<file path="config.mk">
export PLATFORM = sky130hd
export DESIGN_NAME = display_trace_fifo
export DESIGN_NICKNAME = d
export VERILOG_FILES = /design/src/rtl/display_trace_fifo.sv
export SDC_FILE = /design/constraint.sdc
export NUM_CORES = 1
export LEC_CHECK = 0
export CORE_MARGIN = 8
export CORE_UTILIZATION = 45
export CTS_CLUSTER_SIZE = 20
export DETAILED_ROUTE_END_ITERATION = 10
export GPL_ROUTABILITY_DRIVEN = 0
export PLACE_DENSITY = 0.6
export RECOVER_POWER = 50
export SETUP_SLACK_MARGIN = 0.02
export SYNTH_ARGS = -nofsm -noshare
export SYNTH_HDL_FRONTEND = slang
export SYNTH_SLANG_ARGS = --single-unit
</file>
<file path="constraint.sdc">
create_clock -name clk -period 6.3 [get_ports clk]
set_input_delay 0.945 -clock clk [delete_from_list [all_inputs] [get_ports clk]]
set_output_delay 0.945 -clock clk [all_outputs]
set_load 0.1 [all_outputs]
</file>
<file path="src/rtl/display_trace_fifo.sv">
// Queues writes to one watched register and steps through them on a debounced button or a fixed period.
// Capture is accepted the edge it is seen; data changes on the edge an advance fires; full-FIFO captures drop and latch overflow.
module display_trace_fifo #(
    parameter int         DEPTH           = 8,
    parameter logic [3:0] WATCH_REG       = 4'd11,
    parameter int         DEBOUNCE_CYCLES = 50000,
    parameter int         AUTO_PERIOD     = 50000000
) (
    input  logic                     clk,
    input  logic                     reset,
    input  logic                     RegWrite,
    input  logic [3:0]               Rd,
    input  logic [31:0]              RegDisplay,
    input  logic                     step_btn,
    input  logic                     auto_mode,
    output logic [15:0]              data,
    output logic [$clog2(DEPTH):0]   count,
    output logic                     empty,
    output logic                     overflow
);

    localparam int AW  = $clog2(DEPTH);
    localparam int CW  = AW + 1;
    localparam int DBW = $clog2(DEBOUNCE_CYCLES + 1);
    localparam int TW  = $clog2(AUTO_PERIOD + 1);

    localparam logic [CW-1:0]  FULL_COUNT = CW'(DEPTH);
    localparam logic [DBW-1:0] DB_LAST    = DBW'(DEBOUNCE_CYCLES - 1);
    localparam logic [TW-1:0]  TMR_LAST   = TW'(AUTO_PERIOD - 1);

    logic [15:0]    mem [DEPTH];
    logic [AW-1:0]  wr_ptr;
    logic [AW-1:0]  rd_ptr;

    logic           sync1;
    logic           sync2;
    logic           db_level;
    logic [DBW-1:0] db_cnt;
    logic           db_hit;

    logic [TW-1:0]  timer;
    logic           auto_q;

    logic           full;
    logic           push;
    logic           pop;
    logic           accept;
    logic           adv;
    logic           adv_btn;
    logic           adv_timer;

    logic           unused_hi;
    assign unused_hi = ^RegDisplay[31:16];

    assign empty  = (count == '0);
    assign full   = (count == FULL_COUNT);
    assign push   = RegWrite && (Rd == WATCH_REG);
    assign pop    = adv && !empty;
    // A pop in the same cycle frees the slot a full-FIFO push needs.
    assign accept = push && (!full || pop);

    assign db_hit    = (sync2 != db_level) && (db_cnt == DB_LAST);
    assign adv_btn   = db_hit && !db_level;
    assign adv_timer = auto_mode && (auto_mode == auto_q) && (timer == TMR_LAST);
    assign adv       = auto_mode ? adv_timer : adv_btn;

    always_ff @(posedge clk) begin
        if (reset) begin
            sync1    <= 1'b0;
            sync2    <= 1'b0;
            db_level <= 1'b0;
            db_cnt   <= '0;
        end else begin
            sync1 <= step_btn;
            sync2 <= sync1;
            if (sync2 == db_level) begin
                db_cnt <= '0;
            end else if (db_hit) begin
                db_level <= ~db_level;
                db_cnt   <= '0;
            end else begin
                db_cnt <= db_cnt + 1'b1;
            end
        end
    end

    // Timer only runs while there is something to show in auto mode; a mode flip restarts it.
    always_ff @(posedge clk) begin
        if (reset) begin
            timer  <= '0;
            auto_q <= 1'b0;
        end else begin
            auto_q <= auto_mode;
            if ((auto_mode != auto_q) || !auto_mode || empty) begin
                timer <= '0;
            end else if (timer == TMR_LAST) begin
                timer <= '0;
            end else begin
                timer <= timer + 1'b1;
            end
        end
    end

    always_ff @(posedge clk) begin
        if (!reset && accept) begin
            mem[wr_ptr] <= RegDisplay[15:0];
        end
    end

    always_ff @(posedge clk) begin
        if (reset) begin
            wr_ptr   <= '0;
            rd_ptr   <= '0;
            count    <= '0;
            data     <= '0;
            overflow <= 1'b0;
        end else begin
            if (accept) begin
                wr_ptr <= wr_ptr + 1'b1;
            end
            if (pop) begin
                data   <= mem[rd_ptr];
                rd_ptr <= rd_ptr + 1'b1;
            end
            if (push && !accept) begin
                overflow <= 1'b1;
            end
            case ({accept, pop})
                2'b10:   count <= count + 1'b1;
                2'b01:   count <= count - 1'b1;
                default: count <= count;
            endcase
        end
    end

endmodule

</file>
==> flow_metrics.env, run 1 <==
export IMPL_outcome="finished, violations left"
export IMPL_violations="max-capacitance violations, max-slew violations"
export IMPL_final_min_clock_period_ps=3950
export IMPL_hold_viol_final=0
export IMPL_syn_to_final_growth_pct=18.1
export IMPL_drt_total_wl_mm=16.3
export IMPL_avgSynthCellArea_um2=14.3
export IMPL_crit_path_end_kind="register"
export IMPL_nNetsFinal=673
export IMPL_gr_usage_all_layers_pct=14.9
export IMPL_cts_root_buf="clkbuf_16"
export IMPL_hp_start="db_cnt[0]$_SDFF_PP0_"
export IMPL_clk_latency_ps=510
export IMPL_maxSlewHeadroom_pct=-44.3
export IMPL_wl_per_cell_um=18.7
export IMPL_switchingPower_uw=534
export IMPL_cts_inserted_buffers=22
export IMPL_switching_share_pct=19.9
export IMPL_cts_tree="done"
export IMPL_antenna_found_initial=0
export IMPL_cp_required_ps=6630
export IMPL_ctsHoldBuffers=0
export IMPL_core_um2=17800
export IMPL_clock_skew_ps=32.6
export IMPL_critPathSlowestCell="clkbuf_1"
export IMPL_seqPwrFrac_pct=52.4
export IMPL_drv_slew=43
export IMPL_antenna_cells=0
export IMPL_synth_cell_types=50
export IMPL_async_flop_share_pct=0
export IMPL_cts_clk_slew_worst_paths_ps=50
export IMPL_max_freq_mhz=253
export IMPL_viasPerCell=5.49
export IMPL_syn_cell_area_um2=8070
export IMPL_ant_nets=0
export IMPL_cts_sinks=201
export IMPL_die_h_um=150
export IMPL_multi_input_area_um2=2660
export IMPL_io_buffers=46
export IMPL_first_iter_violations=212
export IMPL_drv_cap=1
export IMPL_synth_edff_count=128
export IMPL_ys_ff_latch=201
export IMPL_synthesis_nets=614
export IMPL_post_cts_resized=0
export IMPL_intPower_uw=2140
export IMPL_setup_tns_ps=0
export IMPL_synthFlopType="edfxtp_1"
export IMPL_hold_class="register to register"
export IMPL_worstMarginPinSlew_ps=2160
export IMPL_rows=49
export IMPL_grt_pass1_vias=4823
export IMPL_grt_max_degree=43
export IMPL_powerDensity_nw_per_um2=281
export IMPL_netlist_instances=566
export IMPL_peakVddDrop_mv=0.209
export IMPL_hpwl_mm=9.61
export IMPL_timing_rr_start="db_cnt[0]$_SDFF_PP0_"
export IMPL_rsz0062_at_grt="false"
export IMPL_clockBufferDepth=3
export IMPL_slowest_delay_ps=1540
export IMPL_power_leakage_uw=0.00294
export IMPL_dr_pass1_iters=4
export IMPL_crit_family="buffers and inverters"
export IMPL_dieArea_um2=22500
export IMPL_final_layout_size_suffix_gt1_share_pct=15.0
export IMPL_ff_latch_area_um2=5310
export IMPL_crit_arrival_ps=4280
export IMPL_pin_count=63
export IMPL_setup_violations=0
export IMPL_worst_setup_path_type="input pin to register"
export IMPL_crit_start="reset"
export IMPL_yosysWarnings=0
export IMPL_vias=4766
export IMPL_die_w_um=150
export IMPL_finalCritPeriodShare_pct=62.7
export IMPL_critPathLaunchType="input pin"
export IMPL_hold_ws_ps=459
export IMPL_yosysSeqAreaShare_pct=65.7
export IMPL_route_detailed_drc=0
export IMPL_crit_top_cell="clkbuf_1"
export IMPL_crit_fanout=42
export IMPL_fill_cells=1447
export IMPL_clock_power_share_pct=46.1
export IMPL_h_tree_depth=1
export IMPL_start_util_pct=45.4
export IMPL_grt_pass1_wl_mm=26.2
export IMPL_p_comb_share_pct=1.5
export IMPL_grt_overflow=0
export IMPL_post_cts_buffers=0
export IMPL_crit_buf_inv=3
export IMPL_cp_cell_sequence="dlygate4sd3_1 -> clkbuf_1 -> nor3_1 -> o21ai_0 -> clkbuf_1 -> nor2_1"
[layout by cell type (no fill, tap or decap), types with 4 or more instances in the layout]
master,synthesis,routed
dlygate4sd3_1,0,17
nand4_1,9,9
clkdlybuf4s50_1,0,29
nor3_1,7,4
or3_1,9,9
nand2_1,19,19
a211oi_1,19,19
a21oi_1,10,10
edfxtp_1,128,128
and4_1,4,4
clkinv_2,0,6
nor2b_1,5,5
o21ai_0,10,11
inv_1,6,6
buf_4,3,12
nor3_2,1,4
dfxtp_1,73,72
ha_1,6,6
nor2_1,81,81
and3_1,9,9
xnor2_1,16,16
mux2i_1,19,19
clkbuf_16,0,22
xor2_1,19,19
nand3_1,22,22
nand2b_1,4,4
clkbuf_1,14,6
mux4_2,32,32
[path summary, 6_finish.rpt]
kind	to	slack, ps	cells past startpoint
max reg2reg	count[2]$_SDFFE_PP0P_	3090	10
max	timer[6]$_SDFF_PP0_	2350	6
min	db_cnt[0]$_SDFF_PP0_	460	1
min reg2reg	db_cnt[0]$_SDFF_PP0_	460	1
[synthesized netlist by cell type, types with 4 or more instances]
cell,instances,area [um^2]
ha_1,6,75.1
nor3_1,7,35.0
and4_1,4,35.0
nand2b_1,4,25.0
xnor2_1,16,140
nand2_1,19,71.3
nor2b_1,5,31.3
edfxtp_1,128,3840
a211oi_1,19,143
nor2_1,81,304
dfxtp_1,73,1460
and3_1,9,56.3
buf_2,6,30.0
nand3_1,22,110
inv_1,6,22.5
mux4_2,32,721
a21oi_1,10,50.1
o21ai_0,10,50.1
nand4_1,9,56.3
mux2i_1,19,190
xor2_1,19,166
clkbuf_1,14,52.6
or3_1,9,56.3
[cells by family after synthesis]
| logic type | after synthesis | share of synthesized area (%) |
|---|---|---|
| compound gates | 51 | 4.26 |
| xor+xnor | 35 | 3.80 |
| fa+ha+maj | 7 | 1.18 |
| buf+inv | 32 | 1.72 |
| flops | 201 | 65.7 |
| mux | 53 | 11.6 |
| simple gates | 187 | 11.7 |
[cell type report]
| class | instances | share of cell area [%] |
|---|---|---|
| multi-input cells | 333 | 27.9 |
| well taps | 229 | 3.01 |
| repair buffers | 60 | 5.85 |
| clock inverters | 12 | 1.38 |
| inverters | 7 | 0.276 |
| flip-flops and latches | 201 | 55.7 |
| clock buffers | 26 | 5.93 |
[sequential cells by signal, summed over array words and instances (netlist names)]
signal    flops
auto_q        1
count         4
data         16
db_cnt       16
db_level      1
mem         128
overflow      1
rd_ptr        3
sync1         1
sync2         1
timer        26
wr_ptr        3
[power groups by stage]
stage               combinational [uW]  clock [uW]  sequential, uW
floorplan                         12.0           0            1430
global placement                  40.6           0            1430
detailed placement                42.8           0            1430
CTS                               43.0        1270            1400
global route                      44.5        1320            1400
finish                            40.2        1240            1400
[per-layer routing]
metal / global-route usage, % / vias up / share of wire (%)
met1: 19.0 / 2377 / 44
met4: 3.70 / 0 / 2.2
met5: 0 / - / 0
met2: 25.5 / 113 / 49
met3: 2.93 / 28 / 4.7
li1: - / 2248 / -
[per-stage QoR]
stage	instances	utilization [%]	area [um^2]	power [uW]	worst slack, ps
3_5_place_dp	830	49.7	8840	1470	2360
6_report	868	53.6	9530	2680	2350
5_1_grt	868	53.6	9530	2770	1980
2_1_floorplan	566	-	8070	1440	2170
4_1_cts	868	53.7	9540	2710	2440
3_3_place_gp	830	49.7	8840	1470	2420
No activity file was read; power rests on OpenSTA's default activity.
==> run 2, diff against run 1 <==
clock period = 3.7 ns   (was 6.3 ns; I/O delays follow)
==> run 2 against run 1 <==
Largest power group unchanged. The run still ends with max-capacitance violations, max-slew violations left. Hold slack lost 1.8 ps. Combinational power up 71%. Highest routed layer is now met5. Clock power increased by 66%. Global-route usage decreased by 0.22 points. Setup slack worse by 1800 ps. Critical path depth stayed put. Wire length hardly changed. Die area did not move. Clock-buffer cell count stayed put.
==> flow_metrics.env, run 2 (synthesized netlist as in run 1, its figures left out) <==
export IMPL_antenna_cells=0
export IMPL_crit_family="buffers and inverters"
export IMPL_first_iter_violations=219
export IMPL_largest_register_ffs=128
export IMPL_wl_per_cell_um=18.7
export IMPL_cts_inserted_buffers=22
export IMPL_maxSlewHeadroom_pct=-46.9
export IMPL_crit_path_end_kind="register"
export IMPL_grt_overflow=0
export IMPL_grt_pass1_vias=4884
export IMPL_drt_total_wl_mm=16.3
export IMPL_worstMarginPinSlew_ps=2200
export IMPL_power_leakage_uw=0.00296
export IMPL_cp_cell_sequence="dlygate4sd3_1 -> clkbuf_1 -> nor2_1 -> nand2_1 -> nor2_1 -> buf_4"
export IMPL_ctsHoldBuffers=0
export IMPL_crit_top_cell="nor2_1"
export IMPL_die_h_um=150
export IMPL_route_detailed_drc=0
export IMPL_post_cts_resized=0
export IMPL_met1_length_mm=7.44
export IMPL_start_util_pct=45.4
export IMPL_fill_cells=1486
export IMPL_utilization_pct=53.8
export IMPL_timing_rr_start="db_cnt[0]$_SDFF_PP0_"
export IMPL_viasPerCell=5.44
export IMPL_ant_nets=0
export IMPL_clock_skew_ps=11.0
export IMPL_outcome="finished, violations left"
export IMPL_crit_arrival_ps=3390
export IMPL_hold_viol_final=0
export IMPL_largest_register="mem"
export IMPL_cts_root_buf="clkbuf_16"
export IMPL_met2_length_mm=7.72
export IMPL_min_to="db_cnt[0]$_SDFF_PP0_"
export IMPL_syn_to_final_growth_pct=18.6
export IMPL_worstHoldPathCells=1
export IMPL_antenna_found_initial=1
export IMPL_crit_buf_inv=3
export IMPL_setup_tns_ps=0
export IMPL_hpwl_mm=9.90
export IMPL_violations="max-capacitance violations, max-slew violations"
export IMPL_critPathSlowestCell="clkbuf_1"
export IMPL_nNetsFinal=675
export IMPL_max_freq_mhz=316
export IMPL_placed_cells=832
export IMPL_final_layout_size_suffix_gt1_share_pct=14.8
export IMPL_crit_fanout=42
export IMPL_reg2reg_to="count[2]$_SDFFE_PP0P_"
export IMPL_hold_class="register to register"
export IMPL_timing_final_ws_setup_ps=540
export IMPL_setup_violations=0
export IMPL_multi_input_area_um2=2680
export IMPL_ff_latch_area_um2=5310
export IMPL_layout_commonest_cell="edfxtp_1"
export IMPL_hp_start="db_cnt[0]$_SDFF_PP0_"
export IMPL_slowest_delay_ps=1570
export IMPL_cts_clk_slew_worst_paths_ps=60
export IMPL_cp_required_ps=3930
export IMPL_clockBufferDepth=3
export IMPL_grt_pass1_wl_mm=26.0
export IMPL_finalCritPeriodShare_pct=85.4
export IMPL_clk_latency_ps=500
export IMPL_drv_slew=43
export IMPL_met3WireLength_um=807
export IMPL_critPathLaunchType="input pin"
export IMPL_hold_ws_ps=458
export IMPL_pin_count=63
export IMPL_vias=4743
export IMPL_drv_cap=1
export IMPL_dieArea_um2=22500
export IMPL_post_cts_buffers=0
export IMPL_gr_usage_all_layers_pct=14.6
export IMPL_powerDensity_nw_per_um2=472
export IMPL_die_w_um=150
export IMPL_cts_tree="done"
export IMPL_rsz0062_at_grt="false"
export IMPL_io_buffers=46
export IMPL_grt_max_degree=43
export IMPL_peakVddDrop_mv=0.421
export IMPL_r2r_slack_ps=700
export IMPL_reg2reg_depth=10
export IMPL_reg_top3="mem x128, timer x26"
export IMPL_core_um2=17800
export IMPL_cts_sinks=201
export IMPL_place_ws_ps=309
export IMPL_topRoutingLayerUsed="met5"
export IMPL_layout_common_cells="128 x edfxtp_1, 81 x nor2_1, 72 x dfxtp_1"
export IMPL_rows=49
export IMPL_h_tree_depth=1
export IMPL_dr_pass1_iters=4
export IMPL_final_min_clock_period_ps=3160
export IMPL_fin_cells=872
export IMPL_worst_setup_path_type="input pin to register"
run 2: where the power goes:
part	internal (uW)	switching, uW
Combinational	27.5	41.3
Sequential	2380	2.44
Clock	1230	831
run 2: routing by layer:
layer	vias to the layer above	global-route usage, %
met2	114	24.3
met1	2346	19.4
met4	2	3.70
met3	24	2.90
li1	2257	-
met5	-	0
run 2: worst max-delay path by stage:
stage | depth (start not counted) | slack, ps | end | start
2_1_floorplan | 4 | 130 | mem[1][0]$_DFFE_PP_ | count[0]$_SDFFE_PP0P_
3_3_place_gp | 9 | 370 | count[2]$_SDFFE_PP0P_ | auto_mode
3_5_place_dp | 9 | 310 | count[2]$_SDFFE_PP0P_ | auto_mode
4_1_cts | 10 | 650 | count[2]$_SDFFE_PP0P_ | db_cnt[0]$_SDFF_PP0_
5_1_grt | 6 | 260 | timer[11]$_SDFF_PP0_ | reset
6_report | 6 | 540 | mem[6][14]$_DFFE_PP_ | reset
run 2: per-stage QoR:
step	total power (uW)	instance area (um^2)
floorplan	2460	8080
global placement	2500	8890
detailed placement	2510	8890
CTS	4580	9580
global route	4660	9570
finish	4520	9570
run 2: layout make-up:
class | instances | share of cell area [%]
flip-flops and latches | 201 | 55.5
multi-input cells | 333 | 28.0
repair buffers | 62 | 6.11
clock buffers | 26 | 5.91
well taps | 229 | 2.99
clock inverters | 14 | 1.28
inverters | 7 | 0.275
==> run 3, diff against run 2 <==
ABC_AREA = 1   (was unset)
==> run 3 against run 2 <==
The flow now finishes without violations. Flip-flop and latch count unchanged. Power up 1.9%. Combinational power increased by 16%. Clock-buffer cell count grew 1. Sequential power hardly changed. Die area increased by 3.0%. Clock power increased by 4%. Cell count increased by 26%. Sequential share of layout area fell by 1.2 points. Wire length increased by 16%. Register-to-register slack gained 130 ps. Highest routed layer unchanged.
==> flow_metrics.env, run 3 <==
export IMPL_worst_setup_path_type="register to register"
export IMPL_yosysWarnings=0
export IMPL_cts_tree="done"
export IMPL_seqPwrFrac_pct=51.9
export IMPL_synthesis_nets=843
export IMPL_ff_latch_area_um2=5310
export IMPL_yosysTopAreaCellShare_pct=46.1
export IMPL_critPathLaunchType="register"
export IMPL_antenna_found_initial=3
export IMPL_viasPerCell=5.34
export IMPL_drv_cap=0
export IMPL_p_comb_share_pct=1.7
export IMPL_largest_register="mem"
export IMPL_multi_input_area_um2=2590
export IMPL_yosys_top_cells_area="edfxtp_1 46%, dfxtp_1 18%, nor2_1 5.5%"
export IMPL_outcome="finished clean"
export IMPL_reg_top3="mem x128, timer x26"
export IMPL_ant_nets=0
export IMPL_h_tree_depth=1
export IMPL_dieArea_um2=23100
export IMPL_yosys_top_cells_count="128 x edfxtp_1, 122 x nor2_1, 99 x nand2_1"
export IMPL_netlist_instances=795
export IMPL_place_ws_ps=674
export IMPL_synth_cell_types=43
export IMPL_cts_sinks=201
export IMPL_crit_path_end_kind="register"
export IMPL_yosysSeqAreaShare_pct=63.6
export IMPL_intPower_uw=3690
export IMPL_setup_violations=0
export IMPL_antenna_cells=0
export IMPL_max_freq_mhz=348
export IMPL_post_cts_buffers=0
export IMPL_avgSynthCellArea_um2=10.5
export IMPL_wl_per_cell_um=17.1
export IMPL_ys_ff_latch=201
export IMPL_met1_length_mm=7.89
export IMPL_worstMarginPinSlew_ps=992
export IMPL_core_um2=18100
export IMPL_r2r_slack_ps=830
export IMPL_nNetsFinal=904
export IMPL_met2_length_mm=9.59
export IMPL_async_flop_share_pct=0
export IMPL_dr_pass1_iters=5
export IMPL_grt_max_degree=66
export IMPL_cts_root_buf="clkbuf_16"
export IMPL_rows=49
export IMPL_crit_arrival_ps=3080
export IMPL_hold_viol_final=0
export IMPL_setup_tns_ps=0
export IMPL_drv_slew=0
export IMPL_drt_total_wl_mm=18.8
export IMPL_cts_clk_slew_worst_paths_ps=60
export IMPL_die_h_um=152
export IMPL_clk_latency_ps=510
export IMPL_route_detailed_drc=0
export IMPL_grt_overflow=0
export IMPL_synth_edff_count=128
export IMPL_start_util_pct=46.1
export IMPL_cts_inserted_buffers=22
export IMPL_synth_top_area_cell="edfxtp_1"
export IMPL_final_min_clock_period_ps=2870
export IMPL_switching_share_pct=19.9
export IMPL_timing_final_ws_setup_ps=825
export IMPL_peakVddDrop_mv=0.346
export IMPL_gr_usage_all_layers_pct=15.9
export IMPL_die_w_um=152
export IMPL_power_leakage_uw=0.00348
export IMPL_clock_power_share_pct=46.4
export IMPL_hold_class="register to register"
export IMPL_first_iter_violations=304
export IMPL_clock_skew_ps=17.0
export IMPL_synthFlopType="edfxtp_1"
export IMPL_ctsHoldBuffers=0
export IMPL_clockBufferDepth=3
export IMPL_topRoutingLayerUsed="met5"
export IMPL_syn_cell_area_um2=8340
export IMPL_layout_commonest_cell="edfxtp_1"
export IMPL_pin_count=63
export IMPL_rsz0062_at_grt="false"
export IMPL_crit_fanout=8
export IMPL_finalCritPeriodShare_pct=77.7
export IMPL_grt_pass1_vias=5811
export IMPL_cp_required_ps=3910
export IMPL_largest_register_ffs=128
export IMPL_post_cts_resized=0
export IMPL_powerDensity_nw_per_um2=471
export IMPL_yosysMostFrequentCell="edfxtp_1"
export IMPL_hpwl_mm=11.8
export IMPL_switchingPower_uw=916
export IMPL_grt_pass1_wl_mm=29.8
export IMPL_fill_cells=1574
export IMPL_met3WireLength_um=716
export IMPL_final_layout_size_suffix_gt1_share_pct=10.3
export IMPL_syn_to_final_growth_pct=17.2
export IMPL_vias=5880
export IMPL_maxSlewHeadroom_pct=33.6
export IMPL_io_buffers=46
export IMPL_layout_common_cells="128 x edfxtp_1, 123 x nor2_1, 102 x nand2_1"
-- run 3: metrics by stage --
step	instances	instance area, um^2	hold slack, ps	util, %	power, uW
floorplan	795	8340	388	-	2470
global placement	1061	9110	396	50.4	2520
detailed placement	1061	9110	395	50.4	2520
CTS	1101	9820	408	54.3	4660
global route	1101	9770	436	54.0	4750
finish	1101	9770	406	54.0	4600
-- run 3: cell type report --
class | count | area share, %
clock buffers | 27 | 6.04
clock inverters | 13 | 1.19
inverters | 64 | 2.51
multi-input cells | 498 | 26.5
flip-flops and latches | 201 | 54.3
well taps | 229 | 2.93
repair buffers | 69 | 6.50
-- run 3: power groups by stage --
stage               logic (uW)  clock network (uW)  registers, uW
CTS                       85.6                2190           2390
detailed placement        85.2                   0           2440
global placement          82.6                   0           2440
finish                    79.9                2140           2390
floorplan                 26.8                   0           2440
global route              87.9                2280           2390
-- run 3: cells by family after synthesis --
family / Yosys count / share of synthesized area (%)
fa+ha+maj: 7 / 1.14
simple gates: 312 / 17.3
compound gates: 169 / 12.0
buf+inv: 96 / 4.84
flops: 201 / 63.6
xor+xnor: 10 / 1.05
-- run 3: path summary, 6_finish.rpt --
kind	from	endpoint	cells past startpoint
worst max-delay path	db_cnt[0]$_SDFF_PP0_	mem[2][2]$_DFFE_PP_	11
worst min-delay path	sync1$_SDFF_PP0_	sync2$_SDFF_PP0_	2
worst max register to register	db_cnt[0]$_SDFF_PP0_	mem[2][2]$_DFFE_PP_	11
worst min register to register	sync1$_SDFF_PP0_	sync2$_SDFF_PP0_	2
-- run 3: routing by layer --
metal	vias to the layer above	GRT usage (%)
li1	2891	-
met1	2832	17.8
met2	109	29.1
met3	42	3.23
met4	6	6.09
met5	-	0
-- run 3: worst max-delay path, cell delays in order (launching register included) --
cell,delay (ps)
dfxtp_1,360
ha_1,190
nand2_2,80
nor2_1,130
nand3_1,90
nor2_1,240
nand3_1,190
nand3_1,150
nand2_1,150
or2_4,320
nor2_1,400
buf_4,280
